[src/rtl/microcode_pkg.sv]
// Shared definitions for the boot-time microcode loader and the core's microcode store.
// Latency: n/a (types and constants only).
// Backpressure: n/a.
package microcode_pkg;

  // Default store geometry, shared with the core's writable microcode store
  localparam int MC_WORD_W = 19;
  localparam int MC_DEPTH  = 39;

  // Loader sequencing states
  typedef enum logic [2:0] {
    ST_IDLE  = 3'd0,
    ST_LOAD  = 3'd1,
    ST_CHECK = 3'd2,
    ST_DONE  = 3'd3,
    ST_ERROR = 3'd4
  } state_e;

endpackage

[src/rtl/microcode_loader.sv]
// Streams a DEPTH-word image into the microcode store, holding the core in reset until loaded.
// Latency: accepted beat -> store write 1 cycle; last write -> core released 1 cycle later.
// Backpressure: s_ready_o high only while loading/checking; optional MICROCODE_LOADER_CHECKSUM_EN adds a sum beat.
module microcode_loader
  import microcode_pkg::*;
#(
  parameter int WORD_W = MC_WORD_W,
  parameter int DEPTH  = MC_DEPTH,
  parameter int ADDR_W = $clog2(DEPTH)
) (
  input  logic              clk_i,
  input  logic              rst_i,
  input  logic              start_i,
  input  logic              s_valid_i,
  output logic              s_ready_o,
  input  logic [WORD_W-1:0] s_data_i,
  output logic              mc_we_o,
  output logic [ADDR_W-1:0] mc_addr_o,
  output logic [WORD_W-1:0] mc_data_o,
  output logic              core_rst_o,
  output logic              busy_o,
  output logic              done_o,
  output logic              error_o
);

  localparam logic [ADDR_W-1:0] LAST_ADDR = ADDR_W'(DEPTH - 1);

  state_e              state_q, state_d;
  logic [ADDR_W-1:0]   cnt_q, cnt_d;
  logic                s_ready_q, s_ready_d;
  logic                mc_we_q, mc_we_d;
  logic [ADDR_W-1:0]   mc_addr_q, mc_addr_d;
  logic [WORD_W-1:0]   mc_data_q, mc_data_d;
  logic                core_rst_q, core_rst_d;
  logic                busy_q, busy_d;
  logic                done_q, done_d;
`ifdef MICROCODE_LOADER_CHECKSUM_EN
  logic [WORD_W-1:0]   sum_q, sum_d;
  logic                error_q, error_d;
`endif

  logic xfer;
  assign xfer = s_valid_i && s_ready_q;

  // Next-state, write-port and status computation; every output is a registered copy of these
  always_comb begin
    state_d   = state_q;
    cnt_d     = cnt_q;
    mc_we_d   = 1'b0;
    mc_addr_d = mc_addr_q;
    mc_data_d = mc_data_q;
`ifdef MICROCODE_LOADER_CHECKSUM_EN
    sum_d     = sum_q;
`endif

    case (state_q)
      ST_IDLE, ST_DONE, ST_ERROR: begin
        // Entering LOAD (first load or reload) always restarts at address 0
        if (start_i) begin
          state_d = ST_LOAD;
          cnt_d   = '0;
`ifdef MICROCODE_LOADER_CHECKSUM_EN
          sum_d   = '0;
`endif
        end
      end
      ST_LOAD: begin
        if (xfer) begin
          mc_we_d   = 1'b1;
          mc_addr_d = cnt_q;
          mc_data_d = s_data_i;
          cnt_d     = cnt_q + 1'b1;
`ifdef MICROCODE_LOADER_CHECKSUM_EN
          sum_d     = sum_q + s_data_i;
          if (cnt_q == LAST_ADDR) state_d = ST_CHECK;
`else
          if (cnt_q == LAST_ADDR) state_d = ST_DONE;
`endif
        end
      end
      ST_CHECK: begin
`ifdef MICROCODE_LOADER_CHECKSUM_EN
        // The sum beat is only compared, never written to the store
        if (xfer) state_d = (s_data_i == sum_q) ? ST_DONE : ST_ERROR;
`else
        state_d = ST_IDLE;
`endif
      end
      default: state_d = ST_IDLE;
    endcase

    s_ready_d  = (state_d == ST_LOAD) || (state_d == ST_CHECK);
    busy_d     = s_ready_d;
    // Straight from LOAD the final write is still in flight, so release the core one cycle later
    done_d     = (state_d == ST_DONE) && (state_q != ST_LOAD);
    core_rst_d = !done_d;
`ifdef MICROCODE_LOADER_CHECKSUM_EN
    error_d    = (state_d == ST_ERROR);
`endif
  end

  // State and output registers with synchronous reset; store contents are left as they are
  always_ff @(posedge clk_i) begin
    if (rst_i) begin
      state_q    <= ST_IDLE;
      cnt_q      <= '0;
      s_ready_q  <= 1'b0;
      mc_we_q    <= 1'b0;
      mc_addr_q  <= '0;
      mc_data_q  <= '0;
      core_rst_q <= 1'b1;
      busy_q     <= 1'b0;
      done_q     <= 1'b0;
`ifdef MICROCODE_LOADER_CHECKSUM_EN
      sum_q      <= '0;
      error_q    <= 1'b0;
`endif
    end else begin
      state_q    <= state_d;
      cnt_q      <= cnt_d;
      s_ready_q  <= s_ready_d;
      mc_we_q    <= mc_we_d;
      mc_addr_q  <= mc_addr_d;
      mc_data_q  <= mc_data_d;
      core_rst_q <= core_rst_d;
      busy_q     <= busy_d;
      done_q     <= done_d;
`ifdef MICROCODE_LOADER_CHECKSUM_EN
      sum_q      <= sum_d;
      error_q    <= error_d;
`endif
    end
  end

  assign s_ready_o  = s_ready_q;
  assign mc_we_o    = mc_we_q;
  assign mc_addr_o  = mc_addr_q;
  assign mc_data_o  = mc_data_q;
  assign core_rst_o = core_rst_q;
  assign busy_o     = busy_q;
  assign done_o     = done_q;
`ifdef MICROCODE_LOADER_CHECKSUM_EN
  assign error_o    = error_q;
`else
  assign error_o    = 1'b0;
`endif

endmodule

[config.mk]
export PLATFORM = sky130hd
export DESIGN_NAME = microcode_loader
export DESIGN_NICKNAME = d
export VERILOG_FILES = /design/src/rtl/microcode_pkg.sv /design/src/rtl/microcode_loader.sv
export SDC_FILE = /design/constraint.sdc
export NUM_CORES = 1
export LEC_CHECK = 0
export ABC_AREA = 0
export BUFFER_PORTS_ARGS = -buffer_cell sky130_fd_sc_hd__buf_2
export CORE_ASPECT_RATIO = 1.2
export CORE_UTILIZATION = 30
export DETAILED_ROUTE_END_ITERATION = 7
export PLACE_DENSITY = 0.63
export SYNTH_ARGS = -nofsm -noshare
export SYNTH_HDL_FRONTEND = slang
export SYNTH_SLANG_ARGS = --single-unit
[constraint.sdc]
create_clock -name clk_i -period 1.5 [get_ports clk_i]
set_input_delay 0.075 -clock clk_i [delete_from_list [all_inputs] [get_ports clk_i]]
set_output_delay 0.075 -clock clk_i [all_outputs]
set_load 0.02 [all_outputs]
==> metrics, run 1 <==
CP arrival 1.64 ns; post-detail-place hpwl 2930 um; H-tree depth 2; crit end category register; status finished, final reports clean; Die Ht 81.6 um; Final Cycle Share 97.1%; diodes inserted 0; Worst Setup SP state_q[1]; largest net degree at the start of global routing 23; Crit Path Class reg2reg; crit-path max FO 4; TritonCTS clock tree done; Core Area 0.00501 mm2; worst path buffer plus inverter count 0; clock sink total 38; Total GRT Usage 16.5%; final max-slew violation count 0; vias in the first global route 1479; delay-heaviest family, CP simple AND/OR/NAND/NOR gates; WL/cell 13.3 um; HP Start s_data_i[7]; worst-case clock skew 0.00679 ns; unique cell type count in the Yosys netlist 40; Die X 68.3 um; Post-Layout Cell Count 314; post-route ant nets 0; Max VDD drop 397 uV; Max-Cap Viols 0; Setup Viol. Count Final 0; port bufs 52; Post-synth EDFFs 0; Worst path max stage delay 0.51 ns; Initial Util 31.6%; Post-synth top flop dfxtp_1; crit-path cells or3b_2 -> o211ai_1 -> mux2_2; DR pass1 iterations 4; clock-pin slew on the worst setup and hold paths 0.08 ns; post-route setup TNS 0 ns; Final Power 0.00203 W; number of synthesized register bits 38; Synth area leaders dfxtp_1, nand3_1, a21oi_1; syn avg cell area 8.56 um2; GRT overflow 0; most common cell after layout, fill and taps aside buf_2; clock root buffer clkbuf_8; gate count after technology mapping 185; Vias/cell 5.07; I/O pin cnt 54; Die ar. 0.00558 mm2; first-pass GRT wire length 6730 um; leak pwr 0.908 nW; Worst-Skew Late Latency 0.30 ns; Max Clock Freq 686 MHz; nets@finish 278; DRC 0; post-synth top area share 48.0%; antenna violations before repair 0; commonest non-fill, non-tap cells in the layout buf_2, dfxtp_1, nand3_1; RSZ-0062 raised after global routing yes; Crit Reg-Reg Startpoint state_q[1]; DRT Wirelength 4190 um; WP data required 1.68 ns; Vias 1591; final-report hold violation count 0; CP Launch Type register; layout cell share with drive strength beyond 1 37.0%; asr flop ratio synth 0%; slowest library cell on the worst path or3b_2; Ys Warns 0; RePlAce Congestion 0.801; Post-Place Cells 304; CTS buffer count 5; First DRT Iteration DRCs 71; Hold Path Class in2reg; Synth Cell Area 0.00158 mm2; Rows 28; area leader, netlist dfxtp_1; power per cell area 938 mW/mm2; Layout Area Growth over Synthesis 36.9%; crit path time final 1.46 ns; clock buffer depth 2; post-synthesis sequential area ratio 48.0%; post-synthesis net count 210
## final timing paths
kind,cells past startpoint,slack (ns),to
hold / removal,3,0.02,mc_data_o[7]
setup reg to reg,3,0.04,cnt_q[1]
setup / recovery,3,0.04,cnt_q[1]
hold reg to reg,2,0.47,mc_addr_o[1]
## per-layer routing
layer | up-vias | global-route usage, % | wire length [um]
met3 | 6 | 3.61 | 174
met1 | 744 | 20.1 | 1850
met2 | 36 | 26.8 | 2080
li1 | 805 | - | -
met5 | - | 0 | 0
met4 | 0 | 8.54 | 85
## worst min-delay path, cell delays in order
cell and delay [ns]:
buf_2 0.09, nand3_1 0.05, a21oi_1 0.05
## Yosys cell counts (all sizes together), types with 2 or more instances
| cell type | number |
|---|---|
| nand3 | 32 |
| nand2 | 2 |
| a31oi | 2 |
| a21oi | 26 |
| clkbuf | 16 |
| o21ai | 25 |
| o211ai | 2 |
| or4 | 2 |
| dfxtp | 38 |
| nand2b | 2 |
| ha | 2 |
| o2111ai | 3 |
| inv | 2 |
| nor2 | 2 |
| nor2b | 3 |
| buf | 2 |
| or3b | 2 |
| nand4 | 2 |
## kinds of logic (layout without fill, tap and decap cells)
logic type,after synthesis,after routing,synth area share [%]
AO/OA/AOI/OAI,62,62,21.4
adder cells (fa/ha/maj),2,2,1.58
buffers and inverters,20,89,5.29
flip-flops,38,38,48.0
multiplexers,1,1,0.711
other,1,1,0.237
AND/OR/NAND/NOR,61,61,22.8
## sequential cells by signal, indices dropped and copies added (netlist names)
name / count
done_o: 1
mc_addr_o: 6
mc_we_o: 1
core_rst_o: 1
cnt_q: 6
busy_o: 1
state_q: 3
mc_data_o: 19
## layout make-up
type | instances | area (um2)
Fill cell | 528 | 2840
Sequential cell | 38 | 764
Multi-Input combinational cell | 127 | 748
Timing Repair Buffer | 79 | 478
Clock buffer | 6 | 82.6
Tap cell | 60 | 75.1
Clock inverter | 2 | 12.5
Inverter | 2 | 7.51
## stage by stage
| step | setup slack [ns] | util, % | area [um2] | hold slack, ns |
|---|---|---|---|---|
| 3_3_place_gp | -0.00566 | 41.0 | 2050 | 0.297 |
| 5_1_grt | -0.0346 | 43.3 | 2170 | 0.0190 |
| 2_1_floorplan | -0.0465 | - | 1590 | 0.144 |
| 6_report | 0.0433 | 43.3 | 2170 | 0.0198 |
| 3_5_place_dp | -0.0397 | 41.0 | 2050 | 0.289 |
| 4_1_cts | 0.0328 | 43.1 | 2160 | 0.0140 |
## report_power, final
group          switching [W]  internal (W)  total (W)
sequential        0.00000919       0.00102    0.00103
combinational       0.000146      0.000112   0.000258
clock               0.000374      0.000369   0.000744
## what timing repair did
action | 4_1_cts | 5_1_grt
pin swaps | 1 | 2
hold buffers | 1 | 0
setup buffers | 0 | 1
gates resized for setup | 1 | 1
setup endpoints to repair | 4 | 12
hold endpoints to repair | 1 | 0
Power figures use the tool's default switching activity.
==> inputs of run 2 (changes only) <==
CTS_BUF_LIST = sky130_fd_sc_hd__clkbuf_16   (was default)
CTS_CLUSTER_DIAMETER = 200   (was default)
GPL_ROUTABILITY_DRIVEN = 0   (was default)
==> run 2 against run 1 <==
Against the previous run:
- clock-buffer cell count decreased by 1
- critical path type unchanged
- core utilization increased by 0.72 points
- die area unchanged
- worst setup slack got worse by 0.00098 ns
- flip-flop and latch count unchanged
- global-route usage about the same
- critical path depth unchanged
- highest routed layer unchanged
- clock skew decreased by 0.0018 ns
- design area increased by 1.7%
- total power increased by 13%
- first-iteration DRC count increased by 15%
- non-clock buffer count decreased by 1
==> metrics, run 2 (synthesis results as in run 1) <==
post-route cell area 0.00220 mm2 (+1.7%); CP arrival 1.63 ns (about the same); layout cell share with drive strength beyond 1 36.8% (-0.25 points); CTS buffer count 5 (unchanged); TritonCTS clock tree done; DRC 0 (unchanged); H-tree depth 2 (unchanged); worst-case clock skew 0.00498 ns (-0.00182 ns); DRT Wirelength 4170 um (-0.45%); Final Cycle Share 97.2% (about the same); first-pass GRT wire length 6710 um (-0.42%); post-detail-place hpwl 2930 um (unchanged); crit-path cells or3b_2 -> o211ai_1 -> mux2_2; CP Launch Type register; worst slack at placement -0.0397 ns (unchanged); Max VDD drop 466 uV (+17%); Die Ht 81.6 um (unchanged); worst path buffer plus inverter count 0 (unchanged); status finished, final reports clean; Post-Layout Cell Count 313 (-0.32%); Total GRT Usage 16.5% (-0.029 points); Initial Util 31.6% (unchanged); max reg flops 19 (unchanged); vias in the first global route 1471 (-0.54%); final max-slew violation count 0 (unchanged); most common cell after layout, fill and taps aside buf_2; commonest non-fill, non-tap cells in the layout buf_2, dfxtp_1, nand3_1; Setup Viol. Count Final 0 (unchanged); post-route ant nets 0 (unchanged); Hold Buf Count CTS 0 (-1); Core Area 0.00501 mm2 (unchanged); delay-heaviest family, CP simple AND/OR/NAND/NOR gates; Crit Path Class reg2reg; Max-Cap Viols 0 (unchanged); slowest library cell on the worst path or3b_2; antenna violations before repair 0 (unchanged); clock buffer depth 2 (unchanged); Die ar. 0.00558 mm2 (unchanged); leak pwr 0.924 nW (+1.7%); Rows 28 (unchanged); Worst-Skew Late Latency 0.28 ns (-0.02 ns); port bufs 52 (unchanged); nets@finish 277 (-0.36%); Hold Path Class in2reg; Layout Area Growth over Synthesis 39.2%; Worst path max stage delay 0.51 ns (about the same); First DRT Iteration DRCs 82 (+15%); WP data required 1.67 ns (about the same); diodes inserted 0 (unchanged); Max Clock Freq 686 MHz (about the same); final worst slack 0.0423 ns (-0.000978 ns); power per cell area 1040 mW/mm2 (+11%); Post-Place Cells 304 (unchanged); final-report hold violation count 0 (unchanged); clock-pin slew on the worst setup and hold paths 0.06 ns (-0.02 ns); Vias/cell 5.04 (-0.50%); clock sink total 38 (unchanged); Filler Cell Count 523 (-0.95%); I/O pin cnt 54 (unchanged); Die X 68.3 um (unchanged); Post-DP Area 0.00205 mm2 (unchanged); crit-path max FO 4 (unchanged); DR pass1 iterations 4 (unchanged); GRT overflow 0 (unchanged); Final Power 0.00230 W (+13%); WL/cell 13.3 um (-0.14%); crit path time final 1.46 ns (+0.000978 ns); post-route setup TNS 0 ns (unchanged); crit end category register; Vias 1578 (-0.82%); largest net degree at the start of global routing 23 (unchanged); clock root buffer clkbuf_16
-- run 2: where the power goes --
group | switching [W] | total (W) | leakage [nW] | internal [W]
clock network | 0.000399 | 0.00101 | 0.0672 | 0.000606
registers | 0.00000910 | 0.00103 | 0.308 | 0.00103
logic | 0.000147 | 0.000257 | 0.548 | 0.000110
total | 0.000555 | 0.00230 | 0.924 | 0.00174
-- run 2: per-stage QoR --
stage	hold slack (ns)	utilization [%]
after global placement	0.297	41.0
after detailed placement	0.289	41.0
final	0.00296	44.0
after CTS	0.00351	43.9
after floorplan	0.144	-
after global routing	0.00801	44.0
-- run 2: worst paths after layout --
kind                 from           end  cells past startpoint  slack [ns]
max            state_q[1]      cnt_q[1]                      3        0.04
min               start_i    state_q[2]                      2       0.003
max reg2reg    state_q[1]      cnt_q[1]                      3        0.04
min reg2reg  mc_addr_o[1]  mc_addr_o[1]                      2        0.47
-- run 2: area by class of cell --
class | count | area [um2] | share of cell area, %
Clock buffer | 5 | 125 | 5.68
Clock inverter | 3 | 16.3 | 0.738
Inverter | 2 | 7.51 | 0.341
Multi-Input combinational cell | 127 | 748 | 33.9
Sequential cell | 38 | 764 | 34.7
Tap cell | 60 | 75.1 | 3.41
Timing Repair Buffer | 78 | 468 | 21.2
-- run 2: routing by layer --
metal  part of all wire (%)  GRT usage [%]
met1                     44           20.1
met2                     50           26.5
met3                    3.9           4.03
met4                    2.0           8.33
met5                      0              0
-- run 2: repair_timing --
item | 4_1_cts | 5_1_grt
pin swaps | 1 | 2
setup endpoints to repair | 4 | 11
setup buffers | 0 | 1
cloned | 0 | 0
resized for setup | 1 | 6
